`config.mk`:
```
export PLATFORM = sky130hd
export DESIGN_NAME = pq_access_arbiter
export DESIGN_NICKNAME = d
export VERILOG_FILES = /design/src/rtl/pq_access_arbiter.sv
export SDC_FILE = /design/constraint.sdc
export NUM_CORES = 1
export LEC_CHECK = 0
export CORE_ASPECT_RATIO = 1.1
export CORE_MARGIN = 4
export CORE_UTILIZATION = 40
export CTS_BUF_LIST = sky130_fd_sc_hd__clkbuf_16
export DETAILED_ROUTE_END_ITERATION = 10
export GPL_TIMING_DRIVEN = 0
export PLACE_DENSITY = 0.71
export SYNTH_ARGS = -nofsm -noshare
export SYNTH_HDL_FRONTEND = slang
export SYNTH_SLANG_ARGS = --single-unit
export TNS_END_PERCENT = 20
```
`constraint.sdc`:
```
create_clock -name clk -period 4.9 [get_ports clk]
set_input_delay 1.47 -clock clk [delete_from_list [all_inputs] [get_ports clk]]
set_output_delay 1.47 -clock clk [all_outputs]
set_load 0.02 [all_outputs]
```
`src/rtl/pq_access_arbiter.sv`:
```
// rtl/pq_access_arbiter.sv - round-robin arbiter sharing the priority-queue command port
// Two requesters, one strobe per grant, with full/empty rejection and an ack watchdog.
module pq_access_arbiter #(
  parameter int          DW      = 8,
  parameter int unsigned TIMEOUT = 255
) (
  input  logic          clk,
  input  logic          rst,
  input  logic [1:0]    req,
  input  logic [1:0]    op,
  input  logic [DW-1:0] din0,
  input  logic [DW-1:0] din1,
  output logic [1:0]    gnt,
  output logic [1:0]    done,
  output logic [1:0]    err_code,
  output logic [DW-1:0] rdata,
  output logic          pq_enq,
  output logic          pq_deq,
  output logic [DW-1:0] pq_din,
  input  logic [DW-1:0] pq_dout,
  input  logic          pq_ack,
  input  logic          pq_full,
  input  logic          pq_empty,
  output logic          arb_busy,
  output logic [7:0]    op_count
);

  typedef enum logic [1:0] {S_IDLE, S_ISSUE, S_WAIT, S_RESP} state_t;

  localparam logic [7:0] TIMEOUT_W   = 8'(TIMEOUT);
  localparam logic [1:0] ERR_OK      = 2'b00;
  localparam logic [1:0] ERR_FULL    = 2'b01;
  localparam logic [1:0] ERR_EMPTY   = 2'b10;
  localparam logic [1:0] ERR_TIMEOUT = 2'b11;

  state_t        state_q, state_d;
  logic [1:0]    gnt_q, gnt_d;
  logic          op_q, op_d;
  logic [DW-1:0] din_q, din_d;
  logic [1:0]    err_q, err_d;
  logic [DW-1:0] rdata_q, rdata_d;
  logic [7:0]    wd_q, wd_d;
  logic          ptr_q, ptr_d;
  logic [7:0]    cnt_q, cnt_d;

  logic          win_one;
  logic          rej_full;
  logic          rej_empty;

  // op_q: 0 = enqueue, 1 = dequeue, latched from the winner at grant
  assign rej_full  = ~op_q & pq_full;
  assign rej_empty = op_q & pq_empty;

  always_ff @(posedge clk or negedge rst) begin
    if (!rst) begin
      state_q <= S_IDLE;
      gnt_q   <= '0;
      op_q    <= 1'b0;
      din_q   <= '0;
      err_q   <= ERR_OK;
      rdata_q <= '0;
      wd_q    <= '0;
      ptr_q   <= 1'b0;
      cnt_q   <= '0;
    end else begin
      state_q <= state_d;
      gnt_q   <= gnt_d;
      op_q    <= op_d;
      din_q   <= din_d;
      err_q   <= err_d;
      rdata_q <= rdata_d;
      wd_q    <= wd_d;
      ptr_q   <= ptr_d;
      cnt_q   <= cnt_d;
    end
  end

  always_comb begin
    state_d = state_q;
    gnt_d   = gnt_q;
    op_d    = op_q;
    din_d   = din_q;
    err_d   = err_q;
    rdata_d = rdata_q;
    wd_d    = wd_q;
    ptr_d   = ptr_q;
    cnt_d   = cnt_q;
    win_one = 1'b0;
    case (state_q)
      S_IDLE: begin
        // requester 1 wins if it is alone, or on a tie when the pointer favours it
        win_one = req[1] & (~req[0] | ptr_q);
        if (req != 2'b00) begin
          gnt_d   = win_one ? 2'b10 : 2'b01;
          op_d    = op[win_one];
          din_d   = win_one ? din1 : din0;
          state_d = S_ISSUE;
        end
      end
      S_ISSUE: begin
        if (rej_full) begin
          err_d   = ERR_FULL;
          state_d = S_RESP;
        end else if (rej_empty) begin
          err_d   = ERR_EMPTY;
          state_d = S_RESP;
        end else begin
          wd_d    = '0;
          state_d = S_WAIT;
        end
      end
      S_WAIT: begin
        wd_d = wd_q + 8'd1;
        if (pq_ack) begin
          err_d   = ERR_OK;
          if (op_q) rdata_d = pq_dout;
          state_d = S_RESP;
        end else if (wd_q + 8'd1 == TIMEOUT_W) begin
          err_d   = ERR_TIMEOUT;
          state_d = S_RESP;
        end
      end
      S_RESP: begin
        if (err_q == ERR_OK) cnt_d = cnt_q + 8'd1;
        ptr_d   = gnt_q[0];
        gnt_d   = 2'b00;
        state_d = S_IDLE;
      end
      default: state_d = S_IDLE;
    endcase
  end

  always_comb begin
    pq_enq   = 1'b0;
    pq_deq   = 1'b0;
    done     = 2'b00;
    err_code = ERR_OK;
    if (state_q == S_ISSUE && !rej_full && !rej_empty) begin
      pq_enq = ~op_q;
      pq_deq = op_q;
    end
    if (state_q == S_RESP) begin
      done     = gnt_q;
      err_code = err_q;
    end
  end

  assign gnt      = gnt_q;
  assign rdata    = rdata_q;
  assign pq_din   = din_q;
  assign arb_busy = (state_q != S_IDLE);
  assign op_count = cnt_q;

endmodule

```
Word-level counts from Yosys, hierarchy flattened
Cells that the tools add are included.
- flip-flop bits (word level): 40
- output and inout port bits: 33
- bits of input ports: 33
- logic and storage cells: 67
- equal/unequal tests: 9
- multiplexer cells: 23
- bitwise gates (word level): 6
- add/sub/neg operators: 2
- order comparisons: 1
- reductions and logical operators: 17
- operator list (kind ; number):
    $mux W8 ; 3
    $mux W2 ; 10
    $add A8 B1 Y8 const B ; 2
    $pmux W8 S2 ; 1
    $reduce_and A3 Y1 ; 3
    $eq A8 B8 Y1 const B ; 1
    $pmux W2 S2 ; 2
    $pmux W2 S4 ; 1
    $reduce_and A2 Y1 ; 4
    $reduce_bool A2 Y1 ; 4
    $mux W1 ; 6
    $ne A2 B2 Y1 const B ; 3
    $ne A3 B3 Y1 const B ; 2
    $eq A2 B2 Y1 const B ; 2
    $logic_not A2 Y1 ; 2
    $and A1 B1 Y1 ; 3
    $eq A2 B1 Y1 const B ; 1
    $logic_and A1 B1 Y1 ; 2
    $logic_not A1 Y1 ; 2
    $lt A1 B2 Y1 const B ; 1
    $not A1 Y1 ; 2
    $or A1 B1 Y1 ; 1

Longest topological paths before layout
- depth after elaboration: 6
- mapped depth: 8
- gate-level depth less buffers: 7

Worst setup path after synthesis
OpenSTA, ideal clock, no wires.
- path kind: input port to output port
- from: input port pq_empty
- to: output port pq_deq
- arrival: 1.997 ns
- required time: 3.430 ns
- buffers on the path: 0
- setup slack: 1.433 ns
- stages on the path: 1
- cell sequence: nor3b_1
- word-level cells in the longest chain between the ends: 4
- ends and longest elaborated chain (element ; line ; text):
    start: declaration ; 23 ; input logic pq_empty,
    $and A1 B1 Y1 ; 52 ; assign rej_empty = op_q & pq_empty;
    $logic_not A1 Y1 ; 138 ; if (state_q == S_ISSUE && !rej_full && !rej_empty) begin
    $logic_and A1 B1 Y1 ; 138 ;
    $mux W1 ; 138 ;
    end: declaration ; 18 ; output logic pq_deq,
No other way between the ends.

Worst setup path in the final report
Same ends and word-level chain as after synthesis.

==> results by group <==
Synth
  – Seq cells post-synth: 40
  – Ranking of synthesized cells by area: dfrtp_1 49%, mux2_2 5.5%, a222oi_1 4.4%, ha_1 4.2%, nand2_1 3.3%
  – Number of synthesized flops with an enable pin: 0
  – Ys flop type: dfrtp_1
  – Top cell type's share of synthesized area: 48.51%
  – Synth Net Count: 237
  – Distinct cells, synth: 45
  – Sequential share of the synthesized area: 48.51%
  – Post-synth top area cell: dfrtp_1
  – Async set-reset flop share out of synthesis: 100.0%
  – Syn_area_per_cell: 10.47 µm²
  – Syn Inst Count: 197
  – Mapped cell area: 0.002063 mm²
  – YS warnings: 0

Floorplan
  – Initial core utilization: 41.27%
  – Cell Rows: 27
  – Num ports: 66
  – Die width: 76.48 µm
  – Core area: 0.005000 mm²
  – Total die area: 0.006372 mm²
  – Die H: 83.33 µm

Timing
  – Max-slew violations: 0
  – Final period util: 87.12%
  – RSZ-0062 raised after global routing: no
  – Setup violators final: 0
  – Setup_tns: 0 ps
  – Final min period: 4269 ps
  – Worst-case clock skew: 1.409 ps
  – Max_slew headroom: 55.28%
  – Hold Fails Final Rpt: 0
  – Slew @ Worst Pin: 669.6 ps
  – FMAX: 0.2343 GHz

Outcome
  – Outcome: complete, no violations

Routing
  – Post-DRT Antenna Nets: 0
  – Overall routed net length: 4.704 mm
  – Wire per inst: 14.34 µm
  – Vias post-DR: 1738
  – Iteration-0 DRC Markers: 78
  – Drt pass-1 iters: 4
  – Post-DR vias/cell: 5.299
  – Drt drc: 0

Clock tree
  – # hold bufs at CTS: 0
  – Root buf cell: clkbuf_16
  – CTS tree: built
  – Clock sinks: 40
  – Worst skew pair latency: 280 ps
  – Setup bufs post-CTS: 0
  – H-tree Lvls: 2
  – TritonCTS buffer count: 5
  – Max Buffers Root-to-Sink: 2
  – Worst-path clk slew: 60 ps
  – Post-CTS resize count: 0

Pwr
  – Internal power: 0.001007 W
  – Worst vdd ir: 0.2518 mV
  – Switching part of the total: 38.95%
  – Psw: 0.0006421 W
  – Combinational power share: 49.0%
  – Clock share of power: 18.7%
  – Pwr dens: 559.5 mW/mm²
  – Leak Pwr: 1.294 nW
  – Sequential Power Share: 32.4%

Final layout
  – Design area: 0.002947 mm²
  – Post-layout nets: 310
  – Most common cell after layout, fill and taps aside: clkdlybuf4s50_1
  – Area growth syn-to-layout: 42.81%
  – Antenna cells: 0
  – FILL cells: 434
  – Commonest non-fill, non-tap cells in the layout: 64 x clkdlybuf4s50_1, 40 x dfrtp_1, 18 x nand2_1
  – Layout cells sized above 1: 9.630%

Critical path
  – Most frequent CP cell: clkdlybuf4s50_1
  – Setup crit end kind: primary output
  – CP delay by family, top: buffers and inverters
  – Worst EP arrival: 2800 ps
  – CP Buf/Inv Count: 2
  – Critical path's largest stage delay: 660 ps
  – Critical Path Fanout Max: 3
  – Setup Crit Path Kind: in2out
  – Ordered cell list for the critical path: clkdlybuf4s50_1 > nor3b_1 > clkdlybuf4s50_1
  – Startpoint type of the worst setup path: input port
  – CP required: 3430 ps
  – Crit-path slowest cell: clkdlybuf4s50_1

Place
  – Port Buffers: 65
  – DP HPWL: 3.545 mm
  – GPL Wtd Cong: 0.7285
  – Post-placement cell area: 0.002809 mm²

Run
  – Max-cap violations: 0

Global route
  – Initial antenna violation count: 0
  – First-pass GRT wire length: 7.962 mm
  – GRT Total Usage: 15.20%
  – Largest net degree at the start of global routing: 24
  – Grt ovf: 0
  – Vias in the first global route: 1755

Hold path
  – Hold crit path type: reg2reg
==> power groups by stage <==
stage	sequential (W)	combinational [W]	clock, W
finish	0.000533	0.000808	0.000308
CTS	0.000535	0.000814	0.000317
global route	0.000552	0.000877	0.000334
detailed placement	0.000539	0.000810	0
floorplan	0.000631	0.000378	0
global placement	0.000537	0.000796	0
==> cells in the mapped netlist, types with 2 or more instances <==
master and count:
a21oi_1 3, a222oi_1 9, a22o_1 3, a31oi_1 2, and2_1 4, clkbuf_1 4, dfrtp_1 40, ha_1 7
inv_1 17, mux2_2 10, mux2i_1 6, nand2_1 18, nand2b_1 3, nand3_1 8, nand4_1 4, nor2_1 12
nor3_1 2, o21ai_0 12, o21ai_1 2, xnor2_1 5, xor2_1 2
==> through the flow <==
stage	setup slack, ps	utilization [%]	total power [W]	hold WS [ps]	cells
after CTS	615.9	58.93	0.001665	482.4	328
after global routing	563.9	58.93	0.001763	500.6	328
after global placement	647.7	55.73	0.001333	459.5	320
after floorplan	1433	-	0.001009	492.8	197
final	631.4	58.93	0.001649	469.7	328
after detailed placement	641.1	56.18	0.001349	474.7	321
==> per-layer routing <==
metal  routed length (µm)  vias up  global-route usage (%)  share of wire (%)
li1                     -      858                       -                  -
met1                 1949      836                   16.62                 41
met2                 2333       40                   26.70                 50
met3                  386        4                   6.399                8.2
met4                   35        0                   4.448               0.74
met5                    0        -                       0                  0
==> cell families (layout without fill, tap and decap cells) <==
| family | after synthesis | after routing | share of synthesized area, % |
|---|---|---|---|
| xor gates and xnor gates | 7 | 7 | 2.972 |
| muxes | 16 | 16 | 8.369 |
| DFF | 40 | 40 | 48.51 |
| adders and majority gates | 7 | 7 | 4.245 |
| and+or+nand+nor | 63 | 63 | 16.13 |
| buffers and inverters | 22 | 95 | 4.063 |
| AOI/OAI and AO/OA | 42 | 42 | 15.71 |
==> final cells by class <==
cell class / instances / area, µm² / share of cell area [%]
Buffer: 5 / 20.02 / 0.6794
Clock buffer: 5 / 125.1 / 4.246
Clock inverter: 2 / 12.51 / 0.4246
Inverter: 17 / 63.81 / 2.166
Multi-Input combinational cell: 135 / 978.4 / 33.21
Sequential cell: 40 / 1001 / 33.97
Tap cell: 58 / 72.57 / 2.463
Timing Repair Buffer: 66 / 673.1 / 22.84
==> worst reg2reg max path: stages (launching register included) <==
cell       delay (ps)
dfrtp_1           420
inv_1             140
ha_1              270
or3b_2            460
clkbuf_1          180
nand2_1           110
a21oi_1            50
mux2i_1           160
o2111ai_1         130
==> sequential cells by signal (all words and copies together), names as in the netlist <==
signal and flops:
op_count 8, pq_din 8, rdata 8, wd_q 8, err_q 2, gnt 2
state_q 2, op_q 1, ptr_q 1
==> worst paths after layout <==
kind                             start          end  cells past startpoint  slack, ps
hold / removal             op_count[7]  op_count[7]                      1        470
hold reg to reg            op_count[7]  op_count[7]                      1        470
min in group asynchronous          rst     rdata[7]                      1       1140
setup / recovery              pq_empty       pq_deq                      3        630
setup reg to reg            state_q[0]   state_q[1]                      8       2850
max in group asynchronous          rst  op_count[5]                      2       3290
Note: power is estimated with default switching activity, not from simulation.
